`config.mk`:
```
export PLATFORM = sky130hd
export DESIGN_NAME = alu_cb_sequencer
export DESIGN_NICKNAME = d
export VERILOG_FILES = /design/src/rtl/alu_cb_sequencer.sv
export SDC_FILE = /design/constraint.sdc
export NUM_CORES = 1
export LEC_CHECK = 0
export CAP_MARGIN = 20
export CORE_AREA = 2 2 64 66
export CTS_CLUSTER_DIAMETER = 80
export DETAILED_ROUTE_END_ITERATION = 10
export DIE_AREA = 0 0 66 68
export PLACE_DENSITY = 0.95
export SLEW_MARGIN = 10
export SYNTH_ARGS = -nofsm -noshare
export SYNTH_HDL_FRONTEND = slang
export SYNTH_SLANG_ARGS = --single-unit
```
`constraint.sdc`:
```
create_clock -name clk -period 3.63 [get_ports clk]
set_input_delay 0.5445 -clock clk [delete_from_list [all_inputs] [get_ports clk]]
set_output_delay 0.5445 -clock clk [all_outputs]
set_load 0.005 [all_outputs]
```
`src/rtl/alu_cb_sequencer.sv`:
```
// Control sequencer for CB-prefixed BIT/RES/SET ops: steps the ALU through bit-select, operand and result phases.
// Optional (HL) memory operand path enabled by defining ALU_CB_HL_MEM_EN.
module alu_cb_sequencer #(
  parameter int MEM_TIMEOUT = 16
) (
  input  logic       clk,
  input  logic       nreset,
  input  logic       op_valid,
  output logic       op_ready,
  input  logic [7:0] opcode,
  output logic [2:0] reg_rsel,
  input  logic [7:0] reg_rdata,
  output logic       reg_we,
  output logic [2:0] reg_wsel,
  output logic [7:0] reg_wdata,
  output logic [2:0] alu_bs,
  output logic [7:0] alu_op,
  output logic       alu_bs_oe,
  output logic       alu_sh_oe,
  output logic       alu_res_oe,
  output logic       alu_la,
  output logic       alu_lb,
  output logic       alu_r,
  output logic       alu_s,
  output logic       alu_v,
  output logic       alu_ne,
  output logic       alu_ci,
  output logic       alu_l,
  output logic       alu_h,
  input  logic [7:0] alu_result,
  input  logic       alu_zero,
  output logic       flag_we,
  output logic       flag_z,
  output logic       flag_n,
  output logic       flag_h,
  output logic       mem_rd,
  output logic       mem_wr,
  output logic [7:0] mem_wdata,
  input  logic [7:0] mem_rdata,
  input  logic       mem_ack,
  output logic       done,
  output logic       err
);

  typedef enum logic [2:0] {
    S_IDLE, S_MRD, S_LDB, S_LDA, S_RES, S_MWR, S_ERR
  } state_t;

  localparam logic [1:0] GRP_ILL = 2'b00;
  localparam logic [1:0] GRP_BIT = 2'b01;
  localparam logic [1:0] GRP_RES = 2'b10;
  localparam logic [1:0] GRP_SET = 2'b11;
  localparam logic [2:0] REG_HL  = 3'd6;
  localparam int         CW      = (MEM_TIMEOUT > 1) ? $clog2(MEM_TIMEOUT) : 1;

  state_t        r_state;
  state_t        w_state_next;
  logic [1:0]    r_grp;
  logic [2:0]    r_bit;
  logic [2:0]    r_reg;
  logic [7:0]    r_operand;
  logic [7:0]    r_result;
  logic [CW-1:0] r_wait;
  logic          w_hl_en;
  logic          w_mem_op;
  logic          w_timeout;
  logic          w_fn_en;
  logic          w_mem_rd;
  logic          w_mem_wr;

`ifdef ALU_CB_HL_MEM_EN
  assign w_hl_en = 1'b1;
`else
  assign w_hl_en = 1'b0;
`endif

  assign w_mem_op  = w_hl_en && (r_reg == REG_HL);
  assign w_timeout = (MEM_TIMEOUT != 0) && (int'(r_wait) == MEM_TIMEOUT - 1);
  assign reg_rsel  = r_reg;

  always_ff @(posedge clk or negedge nreset) begin
    if (!nreset) begin
      r_state <= S_IDLE;
    end else begin
      r_state <= w_state_next;
    end
  end

  always_ff @(posedge clk or negedge nreset) begin
    if (!nreset) begin
      r_grp     <= '0;
      r_bit     <= '0;
      r_reg     <= '0;
      r_operand <= '0;
      r_result  <= '0;
      r_wait    <= '0;
    end else begin
      if (r_state == S_IDLE && op_valid) begin
        r_grp <= opcode[7:6];
        r_bit <= opcode[5:3];
        r_reg <= opcode[2:0];
      end
      if (r_state == S_LDB && !w_mem_op) begin
        r_operand <= reg_rdata;
      end
      if (r_state == S_MRD && mem_ack) begin
        r_operand <= mem_rdata;
      end
      // Result is only valid while the ALU drives it in RES; hold it for the write-back phase.
      if (r_state == S_RES) begin
        r_result <= alu_result;
      end
      if (w_state_next != r_state) begin
        r_wait <= '0;
      end else if (r_state == S_MRD || r_state == S_MWR) begin
        r_wait <= r_wait + 1'b1;
      end
    end
  end

  always_comb begin
    w_state_next = r_state;
    op_ready     = 1'b0;
    reg_we       = 1'b0;
    reg_wsel     = '0;
    reg_wdata    = '0;
    alu_bs       = '0;
    alu_op       = '0;
    alu_bs_oe    = 1'b0;
    alu_sh_oe    = 1'b0;
    alu_res_oe   = 1'b0;
    alu_la       = 1'b0;
    alu_lb       = 1'b0;
    alu_ci       = 1'b0;
    alu_l        = 1'b0;
    alu_h        = 1'b0;
    flag_we      = 1'b0;
    flag_z       = 1'b0;
    flag_h       = 1'b0;
    w_mem_rd     = 1'b0;
    w_mem_wr     = 1'b0;
    w_fn_en      = 1'b0;
    done         = 1'b0;
    err          = 1'b0;

    case (r_state)
      S_IDLE: begin
        op_ready = 1'b1;
        if (op_valid) begin
          if (opcode[7:6] == GRP_ILL || (!w_hl_en && opcode[2:0] == REG_HL)) begin
            w_state_next = S_ERR;
          end else if (w_hl_en && opcode[2:0] == REG_HL) begin
            w_state_next = S_MRD;
          end else begin
            w_state_next = S_LDB;
          end
        end
      end
      S_MRD: begin
        w_mem_rd = 1'b1;
        if (mem_ack) begin
          w_state_next = S_LDB;
        end else if (w_timeout) begin
          w_state_next = S_ERR;
        end
      end
      S_LDB: begin
        alu_bs       = r_bit;
        alu_bs_oe    = 1'b1;
        alu_lb       = 1'b1;
        w_state_next = S_LDA;
      end
      S_LDA: begin
        alu_op       = r_operand;
        alu_sh_oe    = 1'b1;
        alu_la       = 1'b1;
        alu_l        = 1'b1;
        alu_ci       = 1'b1;
        w_fn_en      = 1'b1;
        w_state_next = S_RES;
      end
      S_RES: begin
        alu_res_oe = 1'b1;
        alu_h      = 1'b1;
        alu_ci     = 1'b1;
        w_fn_en    = 1'b1;
        if (r_grp == GRP_BIT) begin
          flag_we      = 1'b1;
          flag_z       = alu_zero;
          flag_h       = 1'b1;
          done         = 1'b1;
          w_state_next = S_IDLE;
        end else if (w_mem_op) begin
          w_state_next = S_MWR;
        end else begin
          reg_we       = 1'b1;
          reg_wsel     = r_reg;
          reg_wdata    = alu_result;
          done         = 1'b1;
          w_state_next = S_IDLE;
        end
      end
      S_MWR: begin
        w_mem_wr = 1'b1;
        if (mem_ack) begin
          done         = 1'b1;
          w_state_next = S_IDLE;
        end else if (w_timeout) begin
          w_state_next = S_ERR;
        end
      end
      S_ERR: begin
        err          = 1'b1;
        w_state_next = S_IDLE;
      end
      default: begin
        w_state_next = S_IDLE;
      end
    endcase
  end

  // BIT/RES are AND-type (RES inverts the mask), SET is OR-type.
  assign alu_r  = w_fn_en && (r_grp == GRP_SET);
  assign alu_s  = w_fn_en && (r_grp != GRP_SET);
  assign alu_ne = w_fn_en && (r_grp == GRP_RES);
  assign alu_v  = 1'b0;
  assign flag_n = 1'b0;

`ifdef ALU_CB_HL_MEM_EN
  assign mem_rd    = w_mem_rd;
  assign mem_wr    = w_mem_wr;
  assign mem_wdata = w_mem_wr ? r_result : 8'h00;
`else
  logic w_unused;
  assign w_unused  = ^{w_mem_rd, w_mem_wr, r_result};
  assign mem_rd    = 1'b0;
  assign mem_wr    = 1'b0;
  assign mem_wdata = 8'h00;
`endif

endmodule
```
# Yosys cells after proc, flatten, opt, wreduce, memory -nomap -nowiden
# Cells that the tools add are included.
[totals]
register_bits = 23
wordCells = 62
[op_classes]
muxes = 30
reduce_logical = 12
n_eq_ne = 13
addsub = 1
[ops]
columns = ["cell", "n"]
rows = [
  ["two-way mux 8 bit", 5],
  ["two-way mux 3 bit", 8],
  ["case mux 3 bit (5 select lines)", 1],
  ["two-way mux 1 bit", 13],
  ["== test 3 bit (second input constant)", 4],
  ["two-way mux 4 bit", 2],
  ["== test 3 x 2 -> 1 bit (second input constant)", 2],
  ["logical AND 1 bit", 5],
  ["adder 4 x 1 -> 4 bit (second input constant)", 1],
  ["== test 2 bit (second input constant)", 2],
  ["== test 4 x 1 -> 1 bit (second input constant)", 1],
  ["nonzero test 2 bit", 2],
  ["== test 3 x 1 -> 1 bit (second input constant)", 1],
  ["zero test 3 bit", 1],
  ["!= test 3 bit", 1],
  ["== test 2 x 1 -> 1 bit (second input constant)", 1],
  ["zero test 2 bit", 1],
  ["logical OR 1 bit", 2],
  ["!= test 2 bit (second input constant)", 1],
  ["case mux 1 bit (2 select lines)", 1],
  ["OR reduction 2 bit", 1],
]

# Longest topological paths before layout
[logic_depth]
depth_word = 7
depth_mapped = 6
depth_no_buf = 4

# Worst setup path before layout
# OpenSTA, ideal clock, no wires.
[synth_path]
path_kind = "reg2out"
from = "register r_state[0]"
to = "output reg_wdata[0]"
n_path_buf = 2
stages_incl_launch_ff = 6
t_required_ps = 3086
arrival_ps = 1370
setup_slack_ps = 1716
cell_sequence = "dfrtp_1 clkbuf_2 nor3b_2 a21boi_0 buf_2 and2_1"
[synth_via]
elab_chain_cells = 2
[synth_rtl]
columns = ["element", "line", "source"]
rows = [
  ["from (decl)", "56", "state_t r_state;"],
  ["from (signal assigned)", "85", "r_state <= w_state_next;"],
  ["== test 3 bit", "146", "case (r_state)"],
  ["two-way mux 8 bit", "146", ""],
  ["to (decl)", "15", "output logic [7:0] reg_wdata,"],
]
# Every way passes these cells.

# Worst setup path after layout
[layout_path]
from = "register r_state[0]"
to = "output alu_ne"
[layout_via]
elab_chain_cells = 4
[layout_rtl]
columns = ["element", "line", "source"]
rows = [
  ["== test 3 bit / == test 3 x 2 -> 1 bit (equally long branches)", "146", ""],
  ["OR reduction 2 bit (no line) *", "n/a", ""],
  ["two-way mux 1 bit *", "146", ""],
  ["logical AND 1 bit *", "225", "assign alu_ne = w_fn_en && (r_grp == GRP_RES);"],
  ["to (decl)", "26", "output logic alu_ne,"],
]
# Mark *: on every way between the ends. The rest lies on a longest branch, timed or not.

==> results.cfg <==
[cts]
cts_resized = 0
postCtsHoldBufs = 0
cts_buffers = 3
cts_setup_buffers = 0
clkLatencyLatePin_ns = 0.25
cts_buffer_depth = 2
cts_tree = yes
clk_pin_slew_ns = 0.07
cts.sinks = 23
cts.htree.levels = 1
cts-root-buf = clkbuf_8

[synthesis]
netlist.area_leader.share_pct = 39.8
synthTopCellsByArea = dfrtp_1, and2_1, buf_4
synth.largest_area_cell = dfrtp_1
yosysSeqAreaShare_pct = 39.8
synthDistinctLibCells = 36
yosys_register_bits = 23
synthCells = 149
syn_avg_cell_area_um2 = 9.72
yosys_warnings = 0
netlist_area_um2 = 1450

[cells_and_area]
layout-drive-gt1-share_pct = 8.18
final_common_cell = clkdlybuf4s50_1
post-route-util_pct = 58.3
num_antenna_cells = 0
area_growth_pct = 55.3
design_area_um2 = 2250
layout_common_cells = clkdlybuf4s50_1, and2_1, dfrtp_1
fin_nets = 259
nFillCells = 339

[placement]
dpl_cell_area_um2 = 2180
hpwl_um = 2780
numPortBuffers = 79
finalWeightedCongestion = 0.748

[min_path]
hold_class = reg2reg

[run_status]
status = complete, no violations

[timing]
period_minus_slack_ns = 2.87
rsz0062_at_grt = false
finalSetupViolCount = 0
slew_headroom_pct = 57.9
clock.fmax_mhz = 348
slew_violations = 0
worstMarginPinSlew_ns = 0.629
fin_crit_sh_pct = 79.1
fin_setup_tns_ns = 0
hold_slack_ns = 0.503
fin_skew_ns = 0.000951
hold_violations = 0

[route]
drc = 0
postRouteAntennaNets = 0
wl_per_cell_um = 12.7
vias = 1229
viasPerCell = 4.55
wl_um = 3420
first_iter_violations = 20
first_pass_iters = 4

[floorplanning]
dieWidth_um = 66
design.die.area_um2 = 4490
core_um2 = 3860
boundaryPins = 92
start_util_pct = 37.5
placementRows = 23
die_y_um = 68

[power_and_ir_drop]
powerDensity_nw_per_um2 = 579
leakagePower_nw = 0.926
finalPower_mw = 1.30
ir_worst_vdd_mv = 0.326

[critical_path]
path_cells = and3b_1, nor2_1, nor3_1, clkdlybuf4s50_1
arrival_ns = 2.33
path_class = reg2out
cp_slowest_cell = dfrtp_1
critical_path_required_ns = 3.09
crit_fanout = 15
end_kind = output port
startpoint_type = flip-flop
max_stage_delay_ns = 0.71

[global_routing]
grt_use_total_pct = 15.4
grt_pass1_vias = 1138
grt_pass1_wl_um = 5310
grt.overflow.total = 0
grt_start_max_net_pins = 24
antenna_found_initial = 0

[flow_run]
max_cap_viol_count = 0
[power breakdown]
part | internal (mW) | switching [mW] | leakage [nW]
logic | 0.426 | 0.249 | 0.619
clock network | 0.0780 | 0.0716 | 0.0228
registers | 0.368 | 0.110 | 0.284
[final timing paths]
| kind | startpoint | to | slack (ns) | depth (start not counted) |
|---|---|---|---|---|
| max | r_state[0] | alu_ne | 0.76 | 4 |
| min | r_bit[2] | r_bit[2] | 0.50 | 1 |
| max reg2reg | r_state[0] | r_bit[1] | 1.85 | 2 |
| min reg2reg | r_bit[2] | r_bit[2] | 0.50 | 1 |
| max in group asynchronous | nreset | r_state[1] | 2.65 | 2 |
| min in group asynchronous | nreset | r_operand[1] | 0.57 | 1 |
[cell type report]
type	instances	area, um2	area share [%]
timing repair buffer	82	833	37.1
clock buffer	4	45.0	2.00
tap	50	62.6	2.78
multi-input combinational	106	713	31.7
sequential	23	576	25.6
inverter	5	18.8	0.835
[routing by layer]
| metal | global-route usage [%] | share of wire, % | wire (um) |
|---|---|---|---|
| met1 | 18.7 | 39 | 1340 |
| met2 | 27.7 | 54 | 1840 |
| met5 | 0 | 0 | 0 |
| met4 | 6.89 | 2.2 | 74 |
| met3 | 1.81 | 4.9 | 169 |
[synthesized netlist by cell type]
library cell  instances
nor3_1                2
and3b_1               1
nor3b_4               1
a211oi_1              1
mux2_2                7
buf_6                 1
nand2b_1              1
ha_1                  1
nor2_1                7
mux2i_1               9
a211o_1               1
nor4_1                1
buf_4                19
dfrtp_1              23
conb_1                1
and2_1               23
and4bb_2              1
nor3b_2               2
inv_1                 5
and3_1                1
o21ai_0               9
a21boi_0              2
buf_2                 3
nor4b_4               1
a21oi_1               2
clkbuf_1              2
nor3b_1               1
nand3_1               1
nand2_1              12
xnor2_1               1
xor2_1                2
o22ai_1               1
o311ai_0              1
a21o_1                1
nand4_1               1
clkbuf_2              1
[stage by stage]
stage	std cells	setup slack (ns)
floorplan	160	1.72
global placement	265	1.07
detailed placement	265	1.03
CTS	269	0.745
global route	270	0.567
finish	270	0.758
[state kept, by name, indices dropped and copies added, names as in the netlist]
name and cells:
r_operand 8, r_state 3, reg_rsel 3, r_grp 2, r_wait 4, r_bit 3
[worst max-delay path, delay by kind of cell, from the launching register on]
kind	cells	cell delay, ns
DFF	1	0.71
buffers and inverters	1	0.52
and+or+nand+nor	3	0.84
[cells by family (layout without fill, tap and decap cells)]
kind of cell / Yosys count / count (layout) / synth area share [%]
buffers and inverters: 31 / 91 / 13.8
and+or+nand+nor: 56 / 56 / 24.3
xor gates and xnor gates: 3 / 3 / 1.82
AOI/OAI and AO/OA: 18 / 18 / 7.52
adders and majority gates: 1 / 1 / 0.864
DFF: 23 / 23 / 39.8
other: 1 / 12 / 0.259
muxes: 16 / 16 / 11.7
Note: power is estimated with default switching activity, not from simulation.
